===== config.mk =====
export PLATFORM = sky130hd
export DESIGN_NAME = uart_rx_disp
export DESIGN_NICKNAME = d
export VERILOG_FILES = /design/src/rtl/uart_rx_disp.sv
export SDC_FILE = /design/constraint.sdc
export NUM_CORES = 1
export LEC_CHECK = 0
export ABC_AREA = 1
export ABC_CLOCK_PERIOD_IN_PS = 1400
export CAP_MARGIN = 40
export CORE_MARGIN = 2
export CORE_UTILIZATION = 32
export CTS_BUF_LIST = sky130_fd_sc_hd__clkbuf_4 sky130_fd_sc_hd__clkbuf_8
export DETAILED_ROUTE_END_ITERATION = 10
export HOLD_SLACK_MARGIN = 0.12
export MAX_ROUTING_LAYER = met4
export PLACE_DENSITY = 0.58
export SLEW_MARGIN = 20
export SYNTH_ARGS = -nofsm -noshare
export SYNTH_HDL_FRONTEND = slang
export SYNTH_SLANG_ARGS = --single-unit

===== constraint.sdc =====
create_clock -name clk -period 1.4 [get_ports clk]
set_input_delay 0.28 -clock clk [delete_from_list [all_inputs] [get_ports clk]]
set_output_delay 0.28 -clock clk [all_outputs]
set_load 0.05 [all_outputs]

===== src/rtl/uart_rx_disp.sv =====
// UART receiver (8N1, LSB first) that assembles a {previous, latest} display word.
// Define UART_PARITY_EN to add an even-parity bit and the sticky par_err output.
module uart_rx_disp #(
    parameter int BIT_DIV  = 10416,
    parameter int HALF_DIV = BIT_DIV / 2
) (
    input  logic        clk,
    input  logic        reset,
    input  logic        rx,
    input  logic        err_clr,
    output logic [15:0] seg,
    output logic        rx_valid,
    output logic [7:0]  rx_byte,
    output logic        frame_err,
`ifdef UART_PARITY_EN
    output logic        par_err,
`endif
    output logic        busy
);
    localparam logic [15:0] BIT_RL  = 16'(BIT_DIV - 1);
    localparam logic [15:0] HALF_RL = 16'(HALF_DIV - 1);

    typedef enum logic [2:0] {
        IDLE, START, DATA, PARITY, STOP, BREAK
    } state_e;

    state_e      state_q, state_d;
    logic        sync1_q, sync2_q;
    logic [15:0] baud_q, baud_d;
    logic [2:0]  bit_q, bit_d;
    logic [7:0]  shift_q, shift_d;
    logic [15:0] seg_q, seg_d;
    logic [7:0]  byte_q, byte_d;
    logic        valid_q, valid_d;
    logic        ferr_q, ferr_d;
    logic        rx_s, tick, par_ok;

`ifdef UART_PARITY_EN
    logic        perr_q, perr_d;
    logic        pbad_q, pbad_d;
    assign par_ok  = !pbad_q;
    assign par_err = perr_q;
`else
    assign par_ok  = 1'b1;
`endif

    assign rx_s = sync2_q;
    assign tick = (baud_q == 16'd0);

    always_comb begin
        state_d = state_q;
        baud_d  = baud_q;
        bit_d   = bit_q;
        shift_d = shift_q;
        seg_d   = seg_q;
        byte_d  = byte_q;
        valid_d = 1'b0;
        ferr_d  = err_clr ? 1'b0 : ferr_q;
`ifdef UART_PARITY_EN
        perr_d  = err_clr ? 1'b0 : perr_q;
        pbad_d  = pbad_q;
`endif
        if (state_q != IDLE) begin
            baud_d = tick ? BIT_RL : baud_q - 16'd1;
        end
        unique case (state_q)
            IDLE: begin
                if (!rx_s) begin
                    state_d = START;
                    baud_d  = HALF_RL;
                end
            end
            START: begin
                if (tick) begin
                    state_d = rx_s ? IDLE : DATA;
                    bit_d   = 3'd0;
                end
            end
            DATA: begin
                if (tick) begin
                    shift_d = {rx_s, shift_q[7:1]};
                    bit_d   = bit_q + 3'd1;
                    if (bit_q == 3'd7) begin
`ifdef UART_PARITY_EN
                        state_d = PARITY;
`else
                        state_d = STOP;
`endif
                    end
                end
            end
`ifdef UART_PARITY_EN
            PARITY: begin
                if (tick) begin
                    pbad_d  = rx_s ^ (^shift_q);
                    state_d = STOP;
                    if (rx_s ^ (^shift_q)) begin
                        perr_d = 1'b1;
                    end
                end
            end
`endif
            STOP: begin
                if (tick) begin
                    if (rx_s) begin
                        state_d = IDLE;
                        if (par_ok) begin
                            seg_d   = {seg_q[7:0], shift_q};
                            byte_d  = shift_q;
                            valid_d = 1'b1;
                        end
                    end else begin
                        ferr_d  = 1'b1;
                        state_d = BREAK;
                    end
                end
            end
            // a held-low line parks here so it reports one error, not many
            BREAK: begin
                if (rx_s) begin
                    state_d = IDLE;
                end
            end
            default: state_d = IDLE;
        endcase
    end

    always_ff @(posedge clk or posedge reset) begin
        if (reset) begin
            sync1_q <= 1'b1;
            sync2_q <= 1'b1;
            state_q <= IDLE;
            baud_q  <= 16'd0;
            bit_q   <= 3'd0;
            shift_q <= 8'h00;
            seg_q   <= 16'h0000;
            byte_q  <= 8'h00;
            valid_q <= 1'b0;
            ferr_q  <= 1'b0;
`ifdef UART_PARITY_EN
            perr_q  <= 1'b0;
            pbad_q  <= 1'b0;
`endif
        end else begin
            sync1_q <= rx;
            sync2_q <= sync1_q;
            state_q <= state_d;
            baud_q  <= baud_d;
            bit_q   <= bit_d;
            shift_q <= shift_d;
            seg_q   <= seg_d;
            byte_q  <= byte_d;
            valid_q <= valid_d;
            ferr_q  <= ferr_d;
`ifdef UART_PARITY_EN
            perr_q  <= perr_d;
            pbad_q  <= pbad_d;
`endif
        end
    end

    assign seg       = seg_q;
    assign rx_byte   = byte_q;
    assign rx_valid  = valid_q;
    assign frame_err = ferr_q;
    assign busy      = (state_q != IDLE);

endmodule


# Word level (Yosys, flattened, before mapping)

Cells that the tools add are included.
Widths: inputs -> output; s select.

Output and inout port bits: 27
Bits in latches: 0
RAM bits: 0
Memories kept: 0
Bits in read-only memories: 0
Bits in registers: 58

Add/subtract/negate cells: 2
Reduce and logical (&&, ||, !) cells: 8
Multipliers: 0
Shift-type cells: 0
Bitwise gates (word level): 0
Equal/unequal tests: 11
Order comparisons: 0
Divide/modulo/power cells: 0
Mux-type cells: 23

Operators with widths:

| cell                  | number |
|---|---|
| $mux 16               | 4 |
| $mux 3                | 9 |
| $logic_not 16->1      | 1 |
| $sub 16x1->16 const B | 1 |
| $pmux 3 s5            | 1 |
| $ne 2x2->1 const B    | 6 |
| $eq 3x3->1 const B    | 3 |
| $mux 1                | 7 |
| $pmux 3 s2            | 1 |
| $reduce_and 3->1      | 2 |
| $reduce_and 6->1      | 1 |
| $add 3x1->3 const B   | 1 |
| $eq 3x1->1 const B    | 1 |
| $eq 3x2->1 const B    | 1 |
| $logic_not 3->1       | 1 |
| $reduce_bool 3->1     | 1 |
| $mux 2                | 1 |
| $reduce_and 2->1      | 1 |
| $reduce_bool 2->1     | 1 |

# Depth between registers and ports, before layout

Gate-level depths: netlist (run 1).

Depth in word-level cells: 5
Gate-level depth with buffers: 9
Gate-level depth less buffers: 9

# Worst setup path after synthesis (run 1)

OpenSTA, ideal clock, no wires.

Path type: register to register
From: register baud_q[0]
To: register shift_q[7]
Period minus slack after synthesis: 1453 ps
Library setup time: 121 ps
Path slack: -53 ps
Stages on the path, launching flop included: 9
Required time: 1279 ps
Arrival: 1333 ps
Cell sequence: dfrtp_1 > inv_1 > ha_1 > nand2_2 > nor2_4 > nand2_4 > nor2_8 > buf_8 > o21ai_1

Longest elaborated chain between the ends: 2

RTL lines:

| element                    | line | text |
|---|---|---|
| start, declared            | 29   | `logic [15:0] baud_q, baud_d;` |
| start signal, assigned     | 148  | `baud_q <= baud_d;` |
| $logic_not 16->1           | 48   | `assign tick = (baud_q == 16'd0);` |
| $reduce_and 2->1 (no line) | n/a  |  |
| end signal, assigned       | 150  | `shift_q <= shift_d;` |
| end, declared              | 31   | `logic [7:0] shift_q, shift_d;` |

Every way passes these cells.
A chain may end at the register's enable or synchronous reset.

# Final worst setup path (run 1)

From: register state_q[2]
To: output busy

Longest elaborated chain between the ends: 1

RTL lines:

| element                | line | text |
|---|---|---|
| start, declared        | 27   | `state_e state_q, state_d;` |
| start signal, assigned | 147  | `state_q <= state_d;` |
| $reduce_bool 3->1      | 166  | `assign busy = (state_q != IDLE);` |
| end, declared          | 18   | `output logic busy` |

Every way passes these cells.

==> results.txt, run 1 <==
Share of layout cells above drive strength 1 = 0.474
Post-Route WL = 6.27 mm
Setup Crit Path Kind = reg -> out
FMAX = 0.667 GHz
Clock-pin slew on the worst setup and hold paths = 0.09 ns
CTS tree = built
XOR/XNOR share of the synthesized area = 0
Antenna viol nets, final = 0
CP Cell Sequence = inv_2 -> nand2_2 -> buf_6 -> buf_12
ANT cells = 0
CP Max Fanout = 5
Worst slew pin tran = 0.316 ns
Total Routing Usage GR = 0.155
Initial Util = 0.330
CTS buffer count = 5
RSZ-0062 raised after global routing = yes
Simple logic cell fraction of the synthesized area = 0.312
Status = finished with violations
Clk_lat worst skew = 0.31 ns
Final Max Tran Viols = 0
Final hold violations = 0
# DRC = 0
Routed vias/inst = 4.46
Clock sinks = 50
Hold Buf Count CTS = 0
Top cells by count, synth = 88 x nand2_1, 48 x dfrtp_1, 33 x inv_1
GP Congestion = 0.832
Syn_area_per_cell = 8.39 um2
Final worst path period need = 1.50 ns
Post-Syn Nets = 311
Main area contributors after synthesis = dfrtp_1 47%, nand2_1 13%, nand3_1 5.3%
Clk buf depth = 2
# nets final = 396
Post-synth EDFFs = 0
Async set-reset flop share out of synthesis = 1.00
Yosys warns = 0
Worst Setup Slack, final = -0.0996 ns
H-tree Lvls = 2
Global route total overflow = 0
Layout Cells excl Fill = 492
Gate count after technology mapping = 304
Synth area leader = dfrtp_1
Wire per inst = 12.8 um
Failing checks = negative setup slack
First drt pass iteration count = 4
Hold slack = 0.365 ns
Port bufs = 30
Antenna violations before repair = 0
Clock root buffer = clkbuf_8
Total power = 0.00256 W
Fin crit share = 1.07
Die area = 8700 um2
Type of the worst min-delay path = reg -> reg
Main synth FF type = dfrtp_1
VDD IR max = 0.650 mV
I/O Pins = 31
Multiplexer share of the synthesized area = 0.00393
Die width = 93.3 um
Netlist Area Pre-Place = 2550 um2
Worst slew margin = 0.788
Setup crit start kind = register
Vias in the first global route = 2240
Seq cells post-synth = 50
Final Skew = 0.00636 ns
Placed cell count = 471
Global-route wire length before repair = 10.4 mm
Library cells used by synthesis = 34
Crit path DAT = 1.22 ns
Compound-Gate Fraction of Synth Area = 0.0859
Main combinational cell family by area after synthesis = simple AND/OR/NAND/NOR gates
CP Capture Type = primary output
Std-Cell Core Area = 7730 um2
CP max stage delay = 0.45 ns
Worst Path Buf+Inv = 3
Crit-path slowest cell = dfrtp_2
Largest net degree at the start of global routing = 51
Synth Area in Adders = 0.0147
Dominant cell by count in the synthesized netlist = nand2_1
Seq/Total Area, Yosys = 0.492
# setup viols final = 29
Worst path required time = 1.12 ns
Area grow syn2layout = 58.0%
DP HPWL = 4.52 mm
P_leak = 1.96 nW
Initial DRC Count = 62
# rows = 32
Detailed-route via count = 2196
Pwr per Cell Area = 634 nW/um2
Yosys top cell area share = 0.471
Max_cap viols = 0
Die height = 93.3 um
Delay-heaviest family, CP = flip-flops
[cell type report]
cell class              count  area [um2]
fillers                   675        3700
clock buffers               5        68.8
flip-flops and latches     50        1250
repair buffers             89        1080
inverters                  38         151
well taps                 102         128
clock inverters             3        47.5
multi-input cells         204        1290
repair inverters            1        5.00
[power breakdown]
| group | leakage (nW) | switching, W | total [W] | internal [W] |
|---|---|---|---|---|
| Clock | 0.0587 | 0.000511 | 0.00105 | 0.000542 |
| Sequential | 0.654 | 0.00000149 | 0.00145 | 0.00145 |
| Combinational | 1.25 | 0.0000363 | 0.0000526 | 0.0000163 |
[registers in the layout, indices dropped and copies added (netlist names)]
name	flops
baud_q	16
bit_q	3
frame_err	1
rx_s	1
rx_valid	1
seg	16
shift_q	8
state_q	3
sync1_q	1
[layer usage]
metal / up-vias / routed length (um) / track usage
met4: 0 / 63 / 0.0453
met5: - / 0 / -
li1: 1128 / - / -
met3: 4 / 108 / 0.0282
met1: 1050 / 2770 / 0.194
met2: 14 / 3330 / 0.260
[cells by family (layout without fill, tap and decap cells)]
logic type | Yosys count | after routing
simple gates | 162 | 162
compound gates | 38 | 38
buf+inv | 50 | 136
fa+ha+maj | 3 | 3
flops | 50 | 50
mux | 1 | 1
[per-stage QoR]
step | instance area (um2) | TNS [ns] | worst slack [ns] | util
after floorplan | 2570 | 0 | 0.00721 | -
after global placement | 3570 | -0.684 | -0.0936 | 0.462
after detailed placement | 3570 | -1.74 | -0.140 | 0.462
after CTS | 3850 | -1.44 | -0.0799 | 0.498
after global routing | 4030 | -4.26 | -0.149 | 0.521
final | 4030 | -0.983 | -0.0996 | 0.521
[placed cells by master (no fill, tap or decap), types with 3 or more instances in the layout]
master	count
buf_6	4
buf_12	31
o21ai_1	17
nand2_2	25
nand2_1	66
nand3_1	22
nor2_4	10
nor2_2	13
nor2_1	6
inv_1	26
inv_2	10
buf_4	51
o21ai_2	9
nand2_4	5
nand3_2	4
clkdlybuf4s50_1	3
dfrtp_1	47
clkbuf_8	5
[worst paths after layout]
path,from,endpoint,slack [ns],cells after the start
max in group asynchronous,reset,sync1_q,0.75,3
setup / recovery,state_q[2],busy,-0.1,4
setup reg to reg,baud_q[4],seg[4],-0.06,7
min in group asynchronous,reset,baud_q[3],0.37,3
hold reg to reg,sync1_q,rx_s,0.36,0
hold / removal,sync1_q,rx_s,0.36,0
[repair_timing]
action | CTS | global route
gates cloned | 0 | 1
pin swaps | 16 | 6
buffers inserted | 6 | 6
gates resized for setup | 36 | 44
endpoints found under the setup margin | 40 | 47
(Power assumes the default switching activity.)
==> run 2, diff against run 1 <==
--- a/config.mk
+++ b/config.mk
@@ -5,7 +5,6 @@
 export SDC_FILE = /design/constraint.sdc
 export NUM_CORES = 1
 export LEC_CHECK = 0
-export ABC_AREA = 1
 export ABC_CLOCK_PERIOD_IN_PS = 1400
 export CAP_MARGIN = 40
 export CORE_MARGIN = 2
==> run 2 against run 1 <==
Against the previous run:
- the flow still finishes with violations (negative setup slack)
- area after synthesis fell by 7.2%
- sequential power about the same
- maximum frequency down 31%
- core utilization grew 4.9 points
- combinational power shrank 8.4%
- final area grew 2.1%
- critical path type is now reg -> reg
- largest power group unchanged
==> results.txt, run 2 <==
Die height = 90.0 um
Post-synth EDFFs = 0
Pwr per Cell Area = 584 nW/um2
FF/Latch Area = 1250 um2
Clock Power Share = 0.375
H-tree Lvls = 2
Clock-pin slew on the worst setup and hold paths = 0.10 ns
Area grow syn2layout = 73.7%
Flop2flop setup slack = -0.77 ns
Multi-input logic area = 1400 um2
P_leak = 1.86 nW
Vias in the first global route = 1935
CP Capture Type = register
Library cells used by synthesis = 46
Final Skew = 0.00836 ns
Wire per inst = 14.5 um
CTS buffer count = 5
DP HPWL = 3.48 mm
Synth area leader = dfrtp_1
Clk_lat worst skew = 0.31 ns
First drt pass iteration count = 6
Detailed-route via count = 1874
Worst slew pin tran = 0.446 ns
CP max stage delay = 0.54 ns
CP Cell Sequence = inv_2 -> ha_4 -> or3b_4 -> or4_4 -> nor2_8 -> mux2_4
Setup TNS = -26.32 ns
Status = finished with violations
FMAX = 0.462 GHz
CP Max Fanout = 8
# DRC = 0
Clk buf depth = 2
Final Max Tran Viols = 0
Clock root buffer = clkbuf_8
Post-Syn Nets = 209
Share of layout cells above drive strength 1 = 0.647
Initial Util = 0.328
Max_cap viols = 0
Clock sinks = 50
R2R cell count = 6
Yosys warns = 0
CTS tree = built
Antenna violations before repair = 0
Initial DRC Count = 62
Sw frac = 0.236
Seq/Total Area, Yosys = 0.530
Die width = 90.0 um
Async set-reset flop share out of synthesis = 1.00
Final hold violations = 0
ANT cells = 0
Setup crit start kind = register
Top cells by count, synth = 48 x dfrtp_1, 17 x nor3_1, 16 x mux2_2
Seq cells post-synth = 50
Comb power frac = 0.020
Internal power = 0.00183 W
Failing checks = negative setup slack
Setup Crit Path Kind = reg -> reg
Post-Route WL = 5.70 mm
RSZ-0062 raised after global routing = yes
Dominant cell by count in the synthesized netlist = dfrtp_1
# rows = 31
# setup viols final = 48
Total Routing Usage GR = 0.144
Crit-path slowest cell = or4_4
Netlist Area Pre-Place = 2370 um2
Finished Cell Area = 4110 um2
Routed vias/inst = 4.76
Gate count after technology mapping = 202
Worst path required time = 1.61 ns
Fin crit share = 1.55
Std-Cell Core Area = 7210 um2
Largest net degree at the start of global routing = 51
Antenna viol nets, final = 0
VDD IR max = 0.465 mV
Syn_area_per_cell = 11.7 um2
Main area contributors after synthesis = dfrtp_1 51%, mux2_2 7.6%, mux2_4 5.1%
Worst Setup Slack, final = -0.765 ns
NetSw = 0.000568 W
Placed Instance Area = 3390 um2
Reg2reg end = shift_q[0]
Main synth FF type = dfrtp_1
Final worst path period need = 2.17 ns
Global-route wire length before repair = 9.28 mm
Port bufs = 30
Commonest non-fill, non-tap cells in the layout = 48 x dfrtp_1, 46 x buf_4, 28 x buf_12, 20 x buf_6, 15 x mux2_2
I/O Pins = 31
# nets final = 301
Type of the worst min-delay path = in -> async
Total power = 0.00240 W
Global route total overflow = 0
Most common cell after layout, fill and taps aside = dfrtp_1
Worst slew margin = 0.700
Part of the power in registers = 0.605
GP Congestion = 0.899
Crit path DAT = 2.38 ns
Yosys top cell area share = 0.507
Worst R2R Start = baud_q[1]
Layout fillers = 561
Die area = 8100 um2
==> run 2: changes by cell type in the layout (fill, tap and decap cells not counted), moves of 8 or more <==
cell	before	now
nand3_1	22	1
mux2_2	0	15
buf_6	4	20
nor3_2	0	8
inv_2	10	2
mux2_4	0	9
nor2_4	10	1
inv_1	26	3
nor2_2	13	2
nand2_2	25	2
o21ai_1	17	4
nand2_1	66	7
==> run 2: layout make-up <==
type	count	area share
multi-input cells	131	0.341
flip-flops and latches	50	0.305
repair buffers	99	0.293
well taps	99	0.0301
clock buffers	5	0.0167
inverters	7	0.00852
clock inverters	3	0.00639
==> run 2: cell families after synthesis <==
logic type               after synthesis  synth area share
adder cells (fa/ha/maj)                3            0.0159
XOR/XNOR                               8            0.0296
AND/OR/NAND/NOR                       69             0.179
flip-flops                            50             0.530
multiplexers                          24             0.127
buffers and inverters                 21            0.0470
AO/OA/AOI/OAI                         27            0.0719
==> run 2: metrics by stage <==
step	cells	hold slack (ns)	worst slack [ns]	utilization
3_3_place_gp	366	0.349	-0.764	0.470
4_1_cts	388	0.354	-0.809	0.533
3_5_place_dp	366	0.348	-0.805	0.470
2_1_floorplan	202	0.284	-0.799	-
6_report	394	0.361	-0.765	0.570
5_1_grt	394	0.352	-0.816	0.570
==> run 2: worst max-delay path by stage <==
| stage | from | end | slack (ns) | depth (start not counted) |
|---|---|---|---|---|
| finish | baud_q[1] | shift_q[0] | -0.77 | 6 |
| global route | baud_q[1] | shift_q[0] | -0.82 | 6 |
| CTS | baud_q[13] | shift_q[0] | -0.81 | 5 |
| global placement | baud_q[13] | shift_q[4] | -0.76 | 5 |
| floorplan | baud_q[0] | shift_q[0] | -0.80 | 7 |
| detailed placement | baud_q[13] | shift_q[7] | -0.81 | 5 |
==> run 2: worst max-delay path: cells and delay by family, from the launching register on <==
kind | cells | cell delay (ns)
and+or+nand+nor | 3 | 1.14
DFF | 1 | 0.40
muxes | 1 | 0.32
adders and majority gates | 1 | 0.13
buffers and inverters | 1 | 0.08
==> run 2: metal layers <==
layer	part of all wire	GRT usage	wire, um	vias to the layer above
met5	0	-	0	-
met4	0.015	0.0654	87	0
met3	0.031	0.0327	179	6
met2	0.52	0.227	2980	34
met1	0.43	0.176	2460	927
li1	-	-	-	907
==> run 2: power by group through the flow <==
stage / Clock [W] / Combinational, W / Sequential [W]
floorplan: 0 / 0.0000254 / 0.00148
global placement: 0 / 0.0000512 / 0.00148
detailed placement: 0 / 0.0000509 / 0.00148
CTS: 0.000933 / 0.0000507 / 0.00145
global route: 0.000998 / 0.0000561 / 0.00145
finish: 0.000901 / 0.0000482 / 0.00145
==> run 2: timing repair <==
action                                 CTS  global route
setup buffers                           15            15
pin swaps                               24            30
setup endpoints to repair               49            49
gates resized for setup                 54            44
endpoints found under the hold margin    0             0
cloned                                   1             0
hold buffers                             0             0
==> run 3, diff against run 2 <==
--- a/config.mk
+++ b/config.mk
@@ -10,10 +10,12 @@
 export CORE_MARGIN = 2
 export CORE_UTILIZATION = 32
 export CTS_BUF_LIST = sky130_fd_sc_hd__clkbuf_4 sky130_fd_sc_hd__clkbuf_8
+export CTS_CLUSTER_SIZE = 25
 export DETAILED_ROUTE_END_ITERATION = 10
 export HOLD_SLACK_MARGIN = 0.12
 export MAX_ROUTING_LAYER = met4
 export PLACE_DENSITY = 0.58
+export SETUP_SLACK_MARGIN = 0.05
 export SLEW_MARGIN = 20
 export SYNTH_ARGS = -nofsm -noshare
 export SYNTH_HDL_FRONTEND = slang
==> results of run 3 <==
Final layout, timing and power as in run 2 (identical DEF).
